### src/rtl/uart_cmd_decoder_if.sv
// Host memory-bus port of the UART command decoder: the decoder drives address,
// write data and strobes; the memory side returns read data.
interface uart_cmd_decoder_if;
  logic [15:0] bus_addr;
  logic [7:0]  bus_wdata;
  logic        bus_we;
  logic        bus_re;
  logic [7:0]  bus_rdata;

  modport master (
    output bus_addr, bus_wdata, bus_we, bus_re,
    input  bus_rdata
  );

  modport slave (
    input  bus_addr, bus_wdata, bus_we, bus_re,
    output bus_rdata
  );
endinterface

### src/rtl/uart_cmd_decoder.sv
// Decodes host commands arriving byte-wise over a UART into single-byte memory
// bus writes and reads, returns read data over the UART and controls cpu_hold.
module uart_cmd_decoder #(
  parameter int READ_LAT    = 2,
  parameter int TIMEOUT_CYC = 65535
) (
  input  logic                       clk,
  input  logic                       rst,
  input  logic                       rx_valid,
  input  logic [7:0]                 rx_data,
  input  logic                       tx_active,
  input  logic                       tx_done,
  output logic                       tx_start,
  output logic [7:0]                 tx_data,
  uart_cmd_decoder_if.master         bus,
  output logic                       cpu_hold,
  output logic                       busy
);

  localparam logic [2:0] S_IDLE    = 3'd0;
  localparam logic [2:0] S_ADDR_HI = 3'd1;
  localparam logic [2:0] S_ADDR_LO = 3'd2;
  localparam logic [2:0] S_DATA    = 3'd3;
  localparam logic [2:0] S_RD_WAIT = 3'd4;
  localparam logic [2:0] S_TX_REQ  = 3'd5;
  localparam logic [2:0] S_TX_WAIT = 3'd6;

  localparam logic [7:0] OP_WRITE    = 8'h02;
  localparam logic [7:0] OP_READ     = 8'h03;
  localparam logic [7:0] OP_HOLD_SET = 8'h06;
  localparam logic [7:0] OP_HOLD_CLR = 8'h07;

  localparam logic [3:0]  LAT_LAST = 4'(READ_LAT);
  localparam logic [15:0] TMO_LAST = 16'(TIMEOUT_CYC);

  logic [2:0]  state;
  logic        is_read;
  logic [3:0]  lat_cnt;
  logic [15:0] tmo_cnt;
  logic        collecting;
  logic        tmo_hit;

  assign collecting = (state == S_ADDR_HI) || (state == S_ADDR_LO) || (state == S_DATA);
  assign tmo_hit    = !rx_valid && (tmo_cnt == TMO_LAST);
  assign busy       = (state != S_IDLE);
  // Combinational so the request lands READ_LAT+1 cycles after bus_re when the transmitter is free.
  assign tx_start   = (state == S_TX_REQ) && !tx_active;

  always_ff @(posedge clk or posedge rst) begin
    if (rst) begin
      state         <= S_IDLE;
      is_read       <= 1'b0;
      lat_cnt       <= 4'd0;
      tmo_cnt       <= 16'd0;
      cpu_hold      <= 1'b0;
      tx_data       <= 8'd0;
      bus.bus_addr  <= 16'd0;
      bus.bus_wdata <= 8'd0;
      bus.bus_we    <= 1'b0;
      bus.bus_re    <= 1'b0;
    end else begin
      bus.bus_we <= 1'b0;
      bus.bus_re <= 1'b0;

      if (!collecting || rx_valid)
        tmo_cnt <= 16'd0;
      else if (tmo_cnt != TMO_LAST)
        tmo_cnt <= tmo_cnt + 16'd1;

      case (state)
        S_IDLE: begin
          if (rx_valid) begin
            case (rx_data)
              OP_WRITE: begin
                is_read <= 1'b0;
                state   <= S_ADDR_HI;
              end
              OP_READ: begin
                is_read <= 1'b1;
                state   <= S_ADDR_HI;
              end
              OP_HOLD_SET: cpu_hold <= 1'b1;
              OP_HOLD_CLR: cpu_hold <= 1'b0;
              default: ;
            endcase
          end
        end
        S_ADDR_HI: begin
          if (rx_valid) begin
            bus.bus_addr[15:8] <= rx_data;
            state              <= S_ADDR_LO;
          end else if (tmo_hit) begin
            state <= S_IDLE;
          end
        end
        S_ADDR_LO: begin
          if (rx_valid) begin
            bus.bus_addr[7:0] <= rx_data;
            if (is_read) begin
              bus.bus_re <= 1'b1;
              state      <= S_RD_WAIT;
            end else begin
              state <= S_DATA;
            end
          end else if (tmo_hit) begin
            state <= S_IDLE;
          end
        end
        S_DATA: begin
          if (rx_valid) begin
            bus.bus_wdata <= rx_data;
            bus.bus_we    <= 1'b1;
            state         <= S_IDLE;
          end else if (tmo_hit) begin
            state <= S_IDLE;
          end
        end
        S_RD_WAIT: begin
          // lat_cnt is 0 in the bus_re cycle, so it equals READ_LAT when bus_rdata is valid.
          if (lat_cnt == LAT_LAST) begin
            tx_data <= bus.bus_rdata;
            lat_cnt <= 4'd0;
            state   <= S_TX_REQ;
          end else begin
            lat_cnt <= lat_cnt + 4'd1;
          end
        end
        S_TX_REQ: begin
          if (!tx_active)
            state <= S_TX_WAIT;
        end
        S_TX_WAIT: begin
          if (tx_done)
            state <= S_IDLE;
        end
        default: state <= S_IDLE;
      endcase
    end
  end

endmodule

### src/flat_wrapper.sv
// flat-port wrapper written by rule: the top's interface ports become plain ports
module uart_cmd_decoder_flat 
#(
  parameter int READ_LAT    = 2,
  parameter int TIMEOUT_CYC = 65535
)
  (clk, rst, rx_valid, rx_data, tx_active, tx_done, tx_start, tx_data, cpu_hold, busy, bus_bus_addr, bus_bus_wdata, bus_bus_we, bus_bus_re, bus_bus_rdata);
  uart_cmd_decoder_if bus_i ();
  input  logic clk;
  input  logic rst;
  input  logic rx_valid;
  input  logic [7:0] rx_data;
  input  logic tx_active;
  input  logic tx_done;
  output logic tx_start;
  output logic [7:0] tx_data;
  output logic cpu_hold;
  output logic busy;
  output wire logic [$bits(bus_i.bus_addr)-1:0] bus_bus_addr;
  output wire logic [$bits(bus_i.bus_wdata)-1:0] bus_bus_wdata;
  output wire logic [$bits(bus_i.bus_we)-1:0] bus_bus_we;
  output wire logic [$bits(bus_i.bus_re)-1:0] bus_bus_re;
  input wire logic [$bits(bus_i.bus_rdata)-1:0] bus_bus_rdata;
  assign bus_bus_addr = bus_i.bus_addr;
  assign bus_bus_wdata = bus_i.bus_wdata;
  assign bus_bus_we = bus_i.bus_we;
  assign bus_bus_re = bus_i.bus_re;
  assign bus_i.bus_rdata = bus_bus_rdata;
  uart_cmd_decoder #(.READ_LAT(READ_LAT), .TIMEOUT_CYC(TIMEOUT_CYC)) u_core (.clk(clk), .rst(rst), .rx_valid(rx_valid), .rx_data(rx_data), .tx_active(tx_active), .tx_done(tx_done), .tx_start(tx_start), .tx_data(tx_data), .bus(bus_i), .cpu_hold(cpu_hold), .busy(busy));
endmodule
### config.mk
export PLATFORM = sky130hd
export DESIGN_NAME = uart_cmd_decoder_flat
export DESIGN_NICKNAME = d
export VERILOG_FILES = /design/src/rtl/uart_cmd_decoder_if.sv /design/src/rtl/uart_cmd_decoder.sv /design/src/flat_wrapper.sv
export SDC_FILE = /design/constraint.sdc
export NUM_CORES = 1
export LEC_CHECK = 0
export ABC_AREA = 1
export BUFFER_PORTS_ARGS = -buffer_cell sky130_fd_sc_hd__buf_4
export CORE_ASPECT_RATIO = 0.8
export CORE_MARGIN = 2
export CORE_UTILIZATION = 49
export DETAILED_ROUTE_END_ITERATION = 8
export GPL_TIMING_DRIVEN = 0
export PLACE_DENSITY = 0.75
export SETUP_SLACK_MARGIN = 0.02
export SYNTH_ARGS = -nofsm -noshare
export SYNTH_HDL_FRONTEND = slang
export SYNTH_SLANG_ARGS = --single-unit
export TNS_END_PERCENT = 10
### constraint.sdc
create_clock -name clk -period 1.85 [get_ports clk]
set_input_delay 0.4625 -clock clk [delete_from_list [all_inputs] [get_ports clk]]
set_output_delay 0.4625 -clock clk [all_outputs]
set_load 0.02 [all_outputs]
# Word level (Yosys, flattened, before mapping)
# Cells that the tools add are included.
[word_totals]
ff_bits = 59
latch_bits = 0
ramBits = 0
mem_bits_ro = 0
in_bits = 21
out_inout_bits = 37
wordCells = 73
memories = 0
[op_classes]
add_sub_neg = 2
multipliers = 0
div_mod_pow = 0
n_lt_le_gt_ge = 0
n_eq_ne = 18
shifts = 0
n_mux = 21
bitwise = 0
reduce_logical = 21
[op_table]
columns = ["operator", "n"]
rows = [
  ["$mux 16", 2],
  ["$mux 3", 10],
  ["$pmux 3 s7", 1],
  ["$add 16x1->16 const B", 1],
  ["$eq 16x16->1 const B", 1],
  ["$eq 8x2->1 const B", 2],
  ["$eq 8x3->1 const B", 2],
  ["$ne 16x16->1 const B", 1],
  ["$eq 3x3->1 const B", 3],
  ["$ne 2x2->1 const B", 4],
  ["$reduce_and 2->1", 4],
  ["$eq 3x2->1 const B", 2],
  ["$reduce_and 3->1", 2],
  ["$reduce_bool 2->1", 3],
  ["$mux 1", 5],
  ["$reduce_and 5->1", 1],
  ["$add 4x1->4 const B", 1],
  ["$eq 4x2->1 const B", 1],
  ["$mux 4", 1],
  ["$pmux 1 s2", 2],
  ["$eq 3x1->1 const B", 1],
  ["$logic_not 1->1", 3],
  ["$logic_not 3->1", 1],
  ["$logic_or 1x1->1", 3],
  ["4 further kinds", 5],
]

# Logic depth before layout (Yosys ltp)
[depth]
word_depth = 6
depth_mapped = 10
mapped_depth_nobuf = 10

# Worst setup path before layout
# OpenSTA, ideal clock, no wires.
[synth_timing]
kind = "register to output"
start = "reg u_core.state[0]"
end = "out tx_start"
arrival_time_ps = 974
required_time_ps = 1387
setup_slack_ps = 414
stages_incl_launch_ff = 5
n_path_buf = 0
cell_sequence = "dfrtp_1 inv_2 nor2_4 nand2_1 nor2_1"
[synth_via]
elab_chain_cells = 2
[synth_lines]
columns = ["item", "line", "rtl"]
rows = [
  ["start, declared", "uart_cmd_decoder.sv:36", "logic [2:0] state;"],
  ["start signal, assigned", "uart_cmd_decoder.sv:51", "state <= S_IDLE;"],
  ["start signal, assigned", "uart_cmd_decoder.sv:76", "state <= S_ADDR_HI;"],
  ["start signal, assigned", "uart_cmd_decoder.sv:80", "state <= S_ADDR_HI;"],
  ["$eq 3x3->1", "uart_cmd_decoder.sv:47", "assign tx_start = (state == S_TX_REQ) && !tx_active;"],
  ["$logic_and 1x1->1", "uart_cmd_decoder.sv:47", ""],
  ["end, declared", "flat_wrapper.sv:15", "output logic tx_start;"],
]
# No other way between the ends.

# Worst setup path in the final report
[layout_timing]
start = "reg u_core.state[1]"
end = "out busy"
[layout_via]
elab_chain_cells = 1
[layout_lines]
columns = ["item", "line", "rtl"]
rows = [
  ["$reduce_bool 3->1", "uart_cmd_decoder.sv:45", "assign busy = (state != S_IDLE);"],
  ["end, declared", "flat_wrapper.sv:18", "output logic busy;"],
]
# No other way between the ends.

==> metrics.log <==
[metrics] outcome: completed
[metrics] slowest stage cell on the critical path: sky130_fd_sc_hd__dfrtp_2
[metrics] setup slack at placement: 0.256 ns
[metrics] post-DR wirelength/cell: 13.3 um
[metrics] power per standard cell area: 818 nW/um2
[metrics] placed wire-length estimate: 4540 um
[metrics] Top Ports: 58
[metrics] width of the die: 89.2 um
[metrics] CTS tree: built
[metrics] Setup-failing EPs final: 0
[metrics] clock tree buffer depth: 2
[metrics] Critical Path End Type: output pin
[metrics] distinct cell type count of the synthesized netlist: 35
[metrics] library cell occupying the most area in the post-synthesis netlist: sky130_fd_sc_hd__dfrtp_1
[metrics] Setup TNS Final: 0 ns
[metrics] slowest stage delay, CP: 0.46 ns
[metrics] worst-skew pair later-pin latency: 0.35 ns
[metrics] fraction of synthesized cell area taken by the top area cell type: 51.9%
[metrics] hold_ws: 0.134 ns
[metrics] tightest slew margin relative to the limit: 68.2%
[metrics] placer congestion estimate: 0.868
[metrics] critical-path cell list: inv_2 > nand2_4 > nor2_4 > inv_2 > buf_4
[metrics] Worst R2R Start: u_core.state[1]$_DFFE_PP0P_
[metrics] top post-synthesis cells by area: sky130_fd_sc_hd__dfrtp_1 52%, sky130_fd_sc_hd__nand2_1 11%, sky130_fd_sc_hd__mux2_4 4.2%
[metrics] Most used DFF post-synth: sky130_fd_sc_hd__dfrtp_1
[metrics] Worst IR Drop VDD: 0.000461 V
[metrics] Detail Route Antenna Nets: 0
[metrics] unrepaired setup endpoints after global routing: true
[metrics] vias in the first global route: 2245
[metrics] number of slew-limit violations in the final report: 0
[metrics] number of detailed-routing iterations run before antenna repair: 4
[metrics] minimum setup slack among reg-to-reg paths: 0.33 ns
[metrics] Port-buffer cells: 57
[metrics] CTS Buf Count: 9
[metrics] fillers: 462
[metrics] DIE AREA: 6430 um2
[metrics] grt total ovfl: 0
[metrics] global-route wire length before repair: 10600 um
[metrics] critical path's most frequent cell: sky130_fd_sc_hd__inv_2
[metrics] min Tclk post-route: 1.76 ns
[metrics] fin nets: 423
[metrics] CP Max Fanout: 6
[metrics] leakage component of the power: 0.00188 uW
[metrics] area of the mapped netlist: 2840 um2
[metrics] overall power consumption: 3030 uW
[metrics] Achievable Freq: 567 MHz
[metrics] max-cap violations: 0
[metrics] clk sinks: 59
[metrics] Fin. Hold Viols: 0
[metrics] flops & latches, synth: 59
[metrics] Clock H-tree levels: 3
[metrics] residual DRC count: 0
[metrics] register area share after synthesis: 51.9%
[metrics] CP Launch Type: register
[metrics] starting density of the core: 51.5%
[metrics] critical path start-end classification: reg -> out
[metrics] capturing point of the worst reg2reg path: u_core.tx_data[3]$_DFFE_PP0P_
[metrics] Arrival @ worst endpoint: 1.30 ns
[metrics] vertical die dimension: 72.1 um
[metrics] Synth async-reset ratio: 100%
[metrics] count of antenna diodes in the layout: 0
[metrics] total of warnings raised by yosys: 0
[metrics] initial antenna violation count: 0
[metrics] vias per inst: 4.88
[metrics] final critical-path setup slack: 0.0871 ns
[metrics] Post-synth EDFFs: 0
[metrics] Crit path required time: 1.39 ns
[metrics] area added between synthesis and finish: 30.3%
[metrics] drt total wl: 6450 um
[metrics] number of hold buffers added after cts: 0
[metrics] clock tree root driver cell: sky130_fd_sc_hd__clkbuf_8
[metrics] Post-Syn Instances: 325
[metrics] share of final-layout standard cells stronger than drive strength 1: 30.8%
[metrics] core outline area: 5530 um2
[metrics] global-route total usage across every layer: 21.9%
[metrics] Worst Skew: 0.0108 ns
[metrics] iteration-0 DRC count of the detailed router: 75
[metrics] min-delay worst type: in -> async
[metrics] most used standard cells in the synthesized netlist: 86 x sky130_fd_sc_hd__nand2_1, 59 x sky130_fd_sc_hd__dfrtp_1, 32 x sky130_fd_sc_hd__nor2_1
[metrics] most frequently used cell type in the post-synthesis netlist: sky130_fd_sc_hd__nand2_1
[metrics] clock-pin slew on the worst setup and hold paths: 0.08 ns
[metrics] average cell area after synthesis: 8.75 um2
[metrics] final clock period utilization by the worst path: 95.3%
[metrics] nets in the synthesized netlist: 347
[metrics] Vias: 2360
[metrics] Worst Reg-to-Reg Cells: 6
[metrics] cell row count: 24
[metrics] worst-margin pin slew: 0.477 ns
[metrics] largest net degree at the start of global routing: 60
cells by family after synthesis:
kind of cell	synth area share, %
AND/OR/NAND/NOR	27.4
flip-flops	51.9
AO/OA/AOI/OAI	8.76
buffers and inverters	5.76
multiplexers	4.22
XOR/XNOR	1.54
adder cells (fa/ha/maj)	0.440
worst max path at each step:
| stage | startpoint | to | cells past startpoint |
|---|---|---|---|
| floorplan | u_core.state[0]$_DFFE_PP0P_ | tx_start | 4 |
| global placement | u_core.state[0]$_DFFE_PP0P_ | busy | 5 |
| detailed placement | u_core.state[0]$_DFFE_PP0P_ | busy | 5 |
| CTS | u_core.state[0]$_DFFE_PP0P_ | busy | 5 |
| global route | u_core.state[1]$_DFFE_PP0P_ | tx_start | 4 |
| finish | u_core.state[1]$_DFFE_PP0P_ | busy | 5 |
layout make-up:
class	count	area [um2]	share of cell area, %
tap	78	97.6	2.63
sequential	59	1480	39.9
inverter	36	141	3.82
clock buffer	9	124	3.34
buffer	4	28.8	0.777
timing repair buffer	65	500	13.5
clock inverter	7	124	3.34
multi-input combinational	226	1210	32.7
metal layers:
metal,GRT usage (%),share of wire [%],vias up
met5,0,0,-
met4,4.98,1.1,0
met3,10.1,6.1,6
met2,33.7,47,50
met1,28.5,46,1105
li1,-,-,1199
flip-flops by register name, indices dropped and copies added (netlist names):
signal / count
u_core.bus.bus_addr: 16
u_core.tx_data: 8
u_core.cpu_hold: 1
u_core.state: 3
u_core.is_read: 1
u_core.bus.bus_we: 1
u_core.bus.bus_re: 1
u_core.tmo_cnt: 16
u_core.lat_cnt: 4
u_core.bus.bus_wdata: 8
per-stage QoR:
| stage | std cells | cell area (um2) | util [%] |
|---|---|---|---|
| after floorplan | 325 | 2850 | - |
| after global placement | 460 | 3370 | 61.1 |
| after detailed placement | 460 | 3370 | 61.1 |
| after CTS | 476 | 3630 | 65.8 |
| after global routing | 484 | 3710 | 67.1 |
| final | 484 | 3710 | 67.1 |
report_power, final:
part	switching, uW	total (uW)	internal, uW
Combinational	122	219	96.8
Sequential	20.3	1340	1320
Clock	566	1470	906
Total	708	3030	2320
worst max-delay path, delay by kind of cell, from the launching register on:
family | cells | cell delay [ns]
buffers and inverters | 3 | 0.29
flip-flops | 1 | 0.46
AND/OR/NAND/NOR | 2 | 0.21
cell usage in the layout (no fill, tap or decap), types with 6 or more instances in the layout:
cell type	n
sky130_fd_sc_hd__clkbuf_8	9
sky130_fd_sc_hd__o21ai_0	19
sky130_fd_sc_hd__nand3_1	21
sky130_fd_sc_hd__mux2_4	8
sky130_fd_sc_hd__nor2_1	31
sky130_fd_sc_hd__buf_4	65
sky130_fd_sc_hd__a21oi_1	6
sky130_fd_sc_hd__nand2_1	86
sky130_fd_sc_hd__inv_1	26
sky130_fd_sc_hd__o21ai_1	15
sky130_fd_sc_hd__inv_2	8
sky130_fd_sc_hd__dfrtp_1	57
what timing repair did:
item / 4_1_cts / 5_1_grt
resized for setup: 5 / 1
pin swaps: 0 / 2
hold endpoints to repair: 0 / 0
cloned: 0 / 0
endpoints found under the setup margin: 2 / 2
buffers inserted: 0 / 7
(Power assumes the default switching activity.)
